$ cat src/rtl/peripheral_mpi_noc_arbiter.sv
// peripheral_mpi_noc_arbiter: packet-atomic round-robin arbiter onto one NoC injection port.
// Optional stall watchdog enabled by defining PERIPHERAL_MPI_ARB_WATCHDOG_EN.
module peripheral_mpi_noc_arbiter #(
  parameter int NOC_FLIT_WIDTH = 32,
  parameter int CHANNELS = 4,
  parameter int MAX_STALL = 255
) (
  input  logic                               clk,
  input  logic                               rst,
  input  logic [CHANNELS*NOC_FLIT_WIDTH-1:0] in_flit,
  input  logic [CHANNELS-1:0]                in_last,
  input  logic [CHANNELS-1:0]                in_valid,
  output logic [CHANNELS-1:0]                in_ready,
  output logic [NOC_FLIT_WIDTH-1:0]          out_flit,
  output logic                               out_last,
  output logic                               out_valid,
  input  logic                               out_ready,
  output logic [CHANNELS-1:0]                grant,
  output logic                               stall_err
);
  localparam int IW = $clog2(CHANNELS);
  typedef enum logic [1:0] {IDLE, BUSY, FLUSH} state_t;
  state_t state, state_n;
  logic [IW-1:0] ptr, ptr_n, owner, owner_n, pick;
  logic [IW-1:0] cand [CHANNELS];
  logic [NOC_FLIT_WIDTH-1:0] flit [CHANNELS];
  logic [CHANNELS-1:0] onehot;
  logic busy, flushing, xfer, stall_hit;
  if (CHANNELS < 2 || CHANNELS > 16 || MAX_STALL < 1) begin : g_cfg_check
    $error("peripheral_mpi_noc_arbiter: CHANNELS must be 2..16 and MAX_STALL >= 1");
  end
  for (genvar i = 0; i < CHANNELS; i++) begin : g_ch
    assign cand[i] = IW'((int'(ptr) + i + 1) % CHANNELS);
    assign flit[i] = in_flit[i*NOC_FLIT_WIDTH +: NOC_FLIT_WIDTH];
  end
  // Walk from farthest to nearest candidate so the nearest valid requester wins.
  always_comb begin
    pick = ptr;
    for (int i = CHANNELS - 1; i >= 0; i--)
      if (in_valid[cand[i]]) pick = cand[i];
  end
  assign onehot = CHANNELS'(1) << owner;
  assign busy = rst && state == BUSY;
  assign flushing = rst && state == FLUSH;
  assign xfer = in_valid[owner] && out_ready;
  assign grant = (busy || flushing) ? onehot : '0;
  assign out_valid = flushing || (busy && in_valid[owner]);
  assign out_last = flushing || (busy && in_last[owner]);
  assign out_flit = busy ? flit[owner] : '0;
  assign in_ready = (busy && out_ready) ? onehot : '0;
`ifdef PERIPHERAL_MPI_ARB_WATCHDOG_EN
  localparam int CW = MAX_STALL > 255 ? $clog2(MAX_STALL + 1) : 8;
  logic [CW-1:0] cnt;
  logic err;
  assign stall_hit = busy && !in_valid[owner] && cnt == CW'(MAX_STALL - 1);
  assign stall_err = err;
  always_ff @(posedge clk) begin
    if (!rst) begin
      cnt <= '0;
      err <= 1'b0;
    end else begin
      cnt <= (state != BUSY || xfer) ? '0 : (in_valid[owner] ? cnt : cnt + 1'b1);
      if (stall_hit) err <= 1'b1;
    end
  end
`else
  assign stall_hit = 1'b0;
  assign stall_err = 1'b0;
`endif
  always_ff @(posedge clk) begin
    if (!rst) begin
      state <= IDLE;
      ptr <= IW'(CHANNELS - 1);
      owner <= '0;
    end else begin
      state <= state_n;
      ptr <= ptr_n;
      owner <= owner_n;
    end
  end
  always_comb begin
    state_n = state;
    ptr_n = ptr;
    owner_n = owner;
    case (state)
      IDLE: if (|in_valid) begin
        state_n = BUSY;
        owner_n = pick;
      end
      BUSY: if (stall_hit) state_n = FLUSH;
      else if (xfer && in_last[owner]) begin
        state_n = IDLE;
        ptr_n = owner;
      end
      FLUSH: if (out_ready) begin
        state_n = IDLE;
        ptr_n = owner;
      end
      default: state_n = IDLE;
    endcase
  end
endmodule
$ cat config.mk
export PLATFORM = sky130hd
export DESIGN_NAME = peripheral_mpi_noc_arbiter
export DESIGN_NICKNAME = d
export VERILOG_FILES = /design/src/rtl/peripheral_mpi_noc_arbiter.sv
export SDC_FILE = /design/constraint.sdc
export NUM_CORES = 1
export LEC_CHECK = 0
export ABC_AREA = 0
export CORE_MARGIN = 1
export CORE_UTILIZATION = 26
export DETAILED_ROUTE_END_ITERATION = 12
export GPL_TIMING_DRIVEN = 0
export PLACE_DENSITY = 0.85
export SLEW_MARGIN = 20
export SYNTH_ARGS = -nofsm -noshare
export SYNTH_HDL_FRONTEND = slang
export SYNTH_SLANG_ARGS = --single-unit
$ cat constraint.sdc
create_clock -name clk -period 2.3 [get_ports clk]
set_input_delay 0.69 -clock clk [delete_from_list [all_inputs] [get_ports clk]]
set_output_delay 0.69 -clock clk [all_outputs]
set_load 0.05 [all_outputs]
==> results.json <==
{
  "syn2layout_area_growth_pct": 178.7,
  "end_kind": "output port",
  "hold_depth": 2,
  "drc": 0,
  "crit_buf_inv": 2,
  "p_leak_nw": 1.660,
  "holdWs_ns": 0.5525,
  "die_x_um": 76.17,
  "place_area_um2": 3438,
  "grt_pass1_wl_um": 11670,
  "cts-buffers-inserted": 3,
  "antenna_left": 0,
  "worstSetupStartpointType": "primary input",
  "dp_hpwl_um": 5774,
  "h-tree-depth": 1,
  "die_h_um": 76.17,
  "status": "finished with violations",
  "violations": "negative setup slack",
  "pwr-share-comb_pct": 78.3,
  "vias_per_cell": 4.874,
  "io_buffers": 180,
  "pwr-share-clk_pct": 13.4,
  "clk_transition_reported_paths_ns": 0.03,
  "dieArea_um2": 5801,
  "max_freq_mhz": 426.4,
  "setup_violations": 28,
  "cts-root-buf": "clkbuf_8",
  "hp-start": "ptr[1]$_SDFFE_PN1P_",
  "cts_hold_buf": 0,
  "synth_seq_area_share_pct": 6.999,
  "finalCritPeriodShare_pct": 102.0,
  "via_count": 1940,
  "cp_slowest_stage_delay_ns": 0.48,
  "drt-total-wl_um": 7593,
  "cts_tree": "yes",
  "crit_type": "primary input to output port",
  "syn_avg_cell_area_um2": 10.75,
  "mostFrequentLayoutCells": "clkdlybuf4s15_1, mux4_2, nor2b_4",
  "pre_cts_ws_ns": -1.370,
  "ioPinCount": 182,
  "drive_above_1_share_pct": 47.87,
  "post-route-min-period_ns": 2.345,
  "power_density_nw_per_um2": 302.5,
  "path_cells": "clkdlybuf4s15_1 > mux4_2 > nor2b_4 > buf_8",
  "grt_max_degree": 11,
  "gp_congestion": 0.7902,
  "num-nets-final": 468,
  "firstDrtPassIters": 4,
  "start_util_pct": 27.48,
  "rr_startpoint": "owner[0]$_SDFFE_PN0P_",
  "design.core.area_um2": 5205,
  "rrSetupSlack_ns": 0.72,
  "fillers": 340,
  "final_area_um2": 3986,
  "grt_pass1_vias": 2154,
  "crit_family": "multiplexers",
  "finalHoldViolCount": 0,
  "syn_nets": 272,
  "switching_share_pct": 36.66,
  "rr_endpoint": "ptr[0]$_SDFFE_PN1P_",
  "track_usage_pct": 25.94,
  "crit_required_ns": 1.61,
  "switching_power_mw": 0.4421,
  "netlist_instances": 133,
  "cts_sinks": 5,
  "layout.cells.most_common": "clkdlybuf4s15_1",
  "setup_tns_ns": -0.6865,
  "syn_area_um2": 1430,
  "yosys_warnings": 0,
  "hp-class": "register to register",
  "whs_endpoint": "ptr[1]$_SDFFE_PN1P_",
  "cpMaxStageDelayCell": "mux4_2",
  "synth_cell_types": 30,
  "drtIter0Drc": 36,
  "reg2reg_depth": 7,
  "rsz0062_at_grt": "yes",
  "ys_seq_elements": 5,
  "crit_arrival_ns": 1.66,
  "drv_slew": 0,
  "globalRouteOverflowTotal": 0,
  "rows": 26,
  "fin_worst_skew_ns": 0.0009261,
  "pwr-share-seq_pct": 8.3,
  "crit_fanout": 1,
  "antenna_found_initial": 0,
  "post_drt_wl_per_cell_um": 19.08,
  "vdd_drop_max_mv": 0.6533,
  "p_int_mw": 0.7638,
  "cts_max_path_buffers": 2,
  "max_cap_violations": 0,
  "timing.final.ws_setup_ns": -0.04525,
  "clk_latency_ns": 0.22,
  "diodes": 0
}
synthesized netlist by cell type:
cell | n | area, µm²
a211oi_1 | 1 | 7.510
a21oi_1 | 3 | 15.01
a221oi_1 | 1 | 8.760
buf_2 | 4 | 20.02
buf_4 | 3 | 22.52
buf_6 | 2 | 22.52
buf_8 | 1 | 15.01
clkbuf_1 | 5 | 18.77
conb_1 | 1 | 3.750
dfxtp_1 | 5 | 100.1
inv_1 | 4 | 15.01
mux2_2 | 1 | 11.26
mux2_4 | 1 | 15.01
mux2i_1 | 1 | 10.01
mux2i_4 | 1 | 22.52
mux4_1 | 2 | 52.55
mux4_2 | 31 | 698.2
nand2_1 | 4 | 15.01
nand2b_1 | 3 | 18.77
nand3_1 | 2 | 10.01
nand3b_1 | 1 | 7.510
nor2_1 | 10 | 37.54
nor2_2 | 1 | 6.260
nor2b_1 | 34 | 212.7
nor3_1 | 5 | 25.02
nor4_1 | 1 | 6.260
o211ai_1 | 1 | 7.510
o21ai_0 | 2 | 10.01
o221ai_1 | 1 | 8.760
or2_2 | 1 | 6.260
routing by layer:
layer | track usage (%) | part of all wire (%)
met4 | 8.654 | 3.1
met2 | 50.18 | 56
met1 | 26.36 | 33
met5 | 0 | 0
met3 | 7.545 | 7.8
worst min-delay path, cell delays in order (launching register included):
cell,delay (ns)
dfxtp_1,0.34
inv_1,0.06
o221ai_1,0.09
worst max path at each step:
| stage | cells past startpoint | startpoint | endpoint | slack, ns |
|---|---|---|---|---|
| 2_1_floorplan | 4 | rst | out_flit[10] | -0.25 |
| 3_3_place_gp | 6 | rst | in_ready[0] | -1.38 |
| 3_5_place_dp | 6 | rst | out_flit[2] | -1.37 |
| 4_1_cts | 5 | owner[0]$_SDFFE_PN0P_ | out_flit[1] | -0.04 |
| 5_1_grt | 5 | owner[0]$_SDFFE_PN0P_ | out_flit[7] | -0.09 |
| 6_report | 4 | in_flit[65] | out_flit[1] | -0.05 |
logic make-up after synthesis:
family          after synthesis  share of synthesized area (%)
compound gates                9                          4.025
buf+inv                      19                          7.961
flops                         5                          6.999
mux                          37                          56.60
other cells                   1                         0.2622
simple gates                 62                          24.15
flip-flops by register name, indices dropped and copies added (netlist names):
signal / cells
owner: 2
ptr: 2
state: 1
power by group through the flow:
| stage | clock network, mW | registers [mW] | logic, mW |
|---|---|---|---|
| after floorplan | 0 | 0.0988 | 0.458 |
| after global placement | 0 | 0.0995 | 0.802 |
| after detailed placement | 0 | 0.0998 | 0.814 |
| after CTS | 0.167 | 0.0991 | 0.917 |
| after global routing | 0.174 | 0.101 | 0.987 |
| final | 0.162 | 0.100 | 0.944 |
through the flow:
step | instances | power [mW] | util (%)
3_5_place_dp | 383 | 0.9134 | 66.06
5_1_grt | 398 | 1.261 | 76.59
4_1_cts | 395 | 1.183 | 75.46
6_report | 398 | 1.206 | 76.59
2_1_floorplan | 133 | 0.5567 | -
3_3_place_gp | 383 | 0.9011 | 66.06
timing repair:
action	CTS	global route
resized for setup	667	10
endpoints found under the setup margin	42	36
cloned	1	2
buffers inserted	7	1
pin swaps	1	1
area by class of cell:
cell class,count,area [µm²],area share (%)
Timing Repair Buffer,191,2003,50.25
Sequential cell,5,101.3,2.542
Buffer,15,216.5,5.430
Inverter,4,15.01,0.3766
Clock buffer,4,45.04,1.130
Multi-Input combinational cell,109,1518,38.07
Tap cell,70,87.58,2.197
No activity file was read; power rests on OpenSTA's default activity.
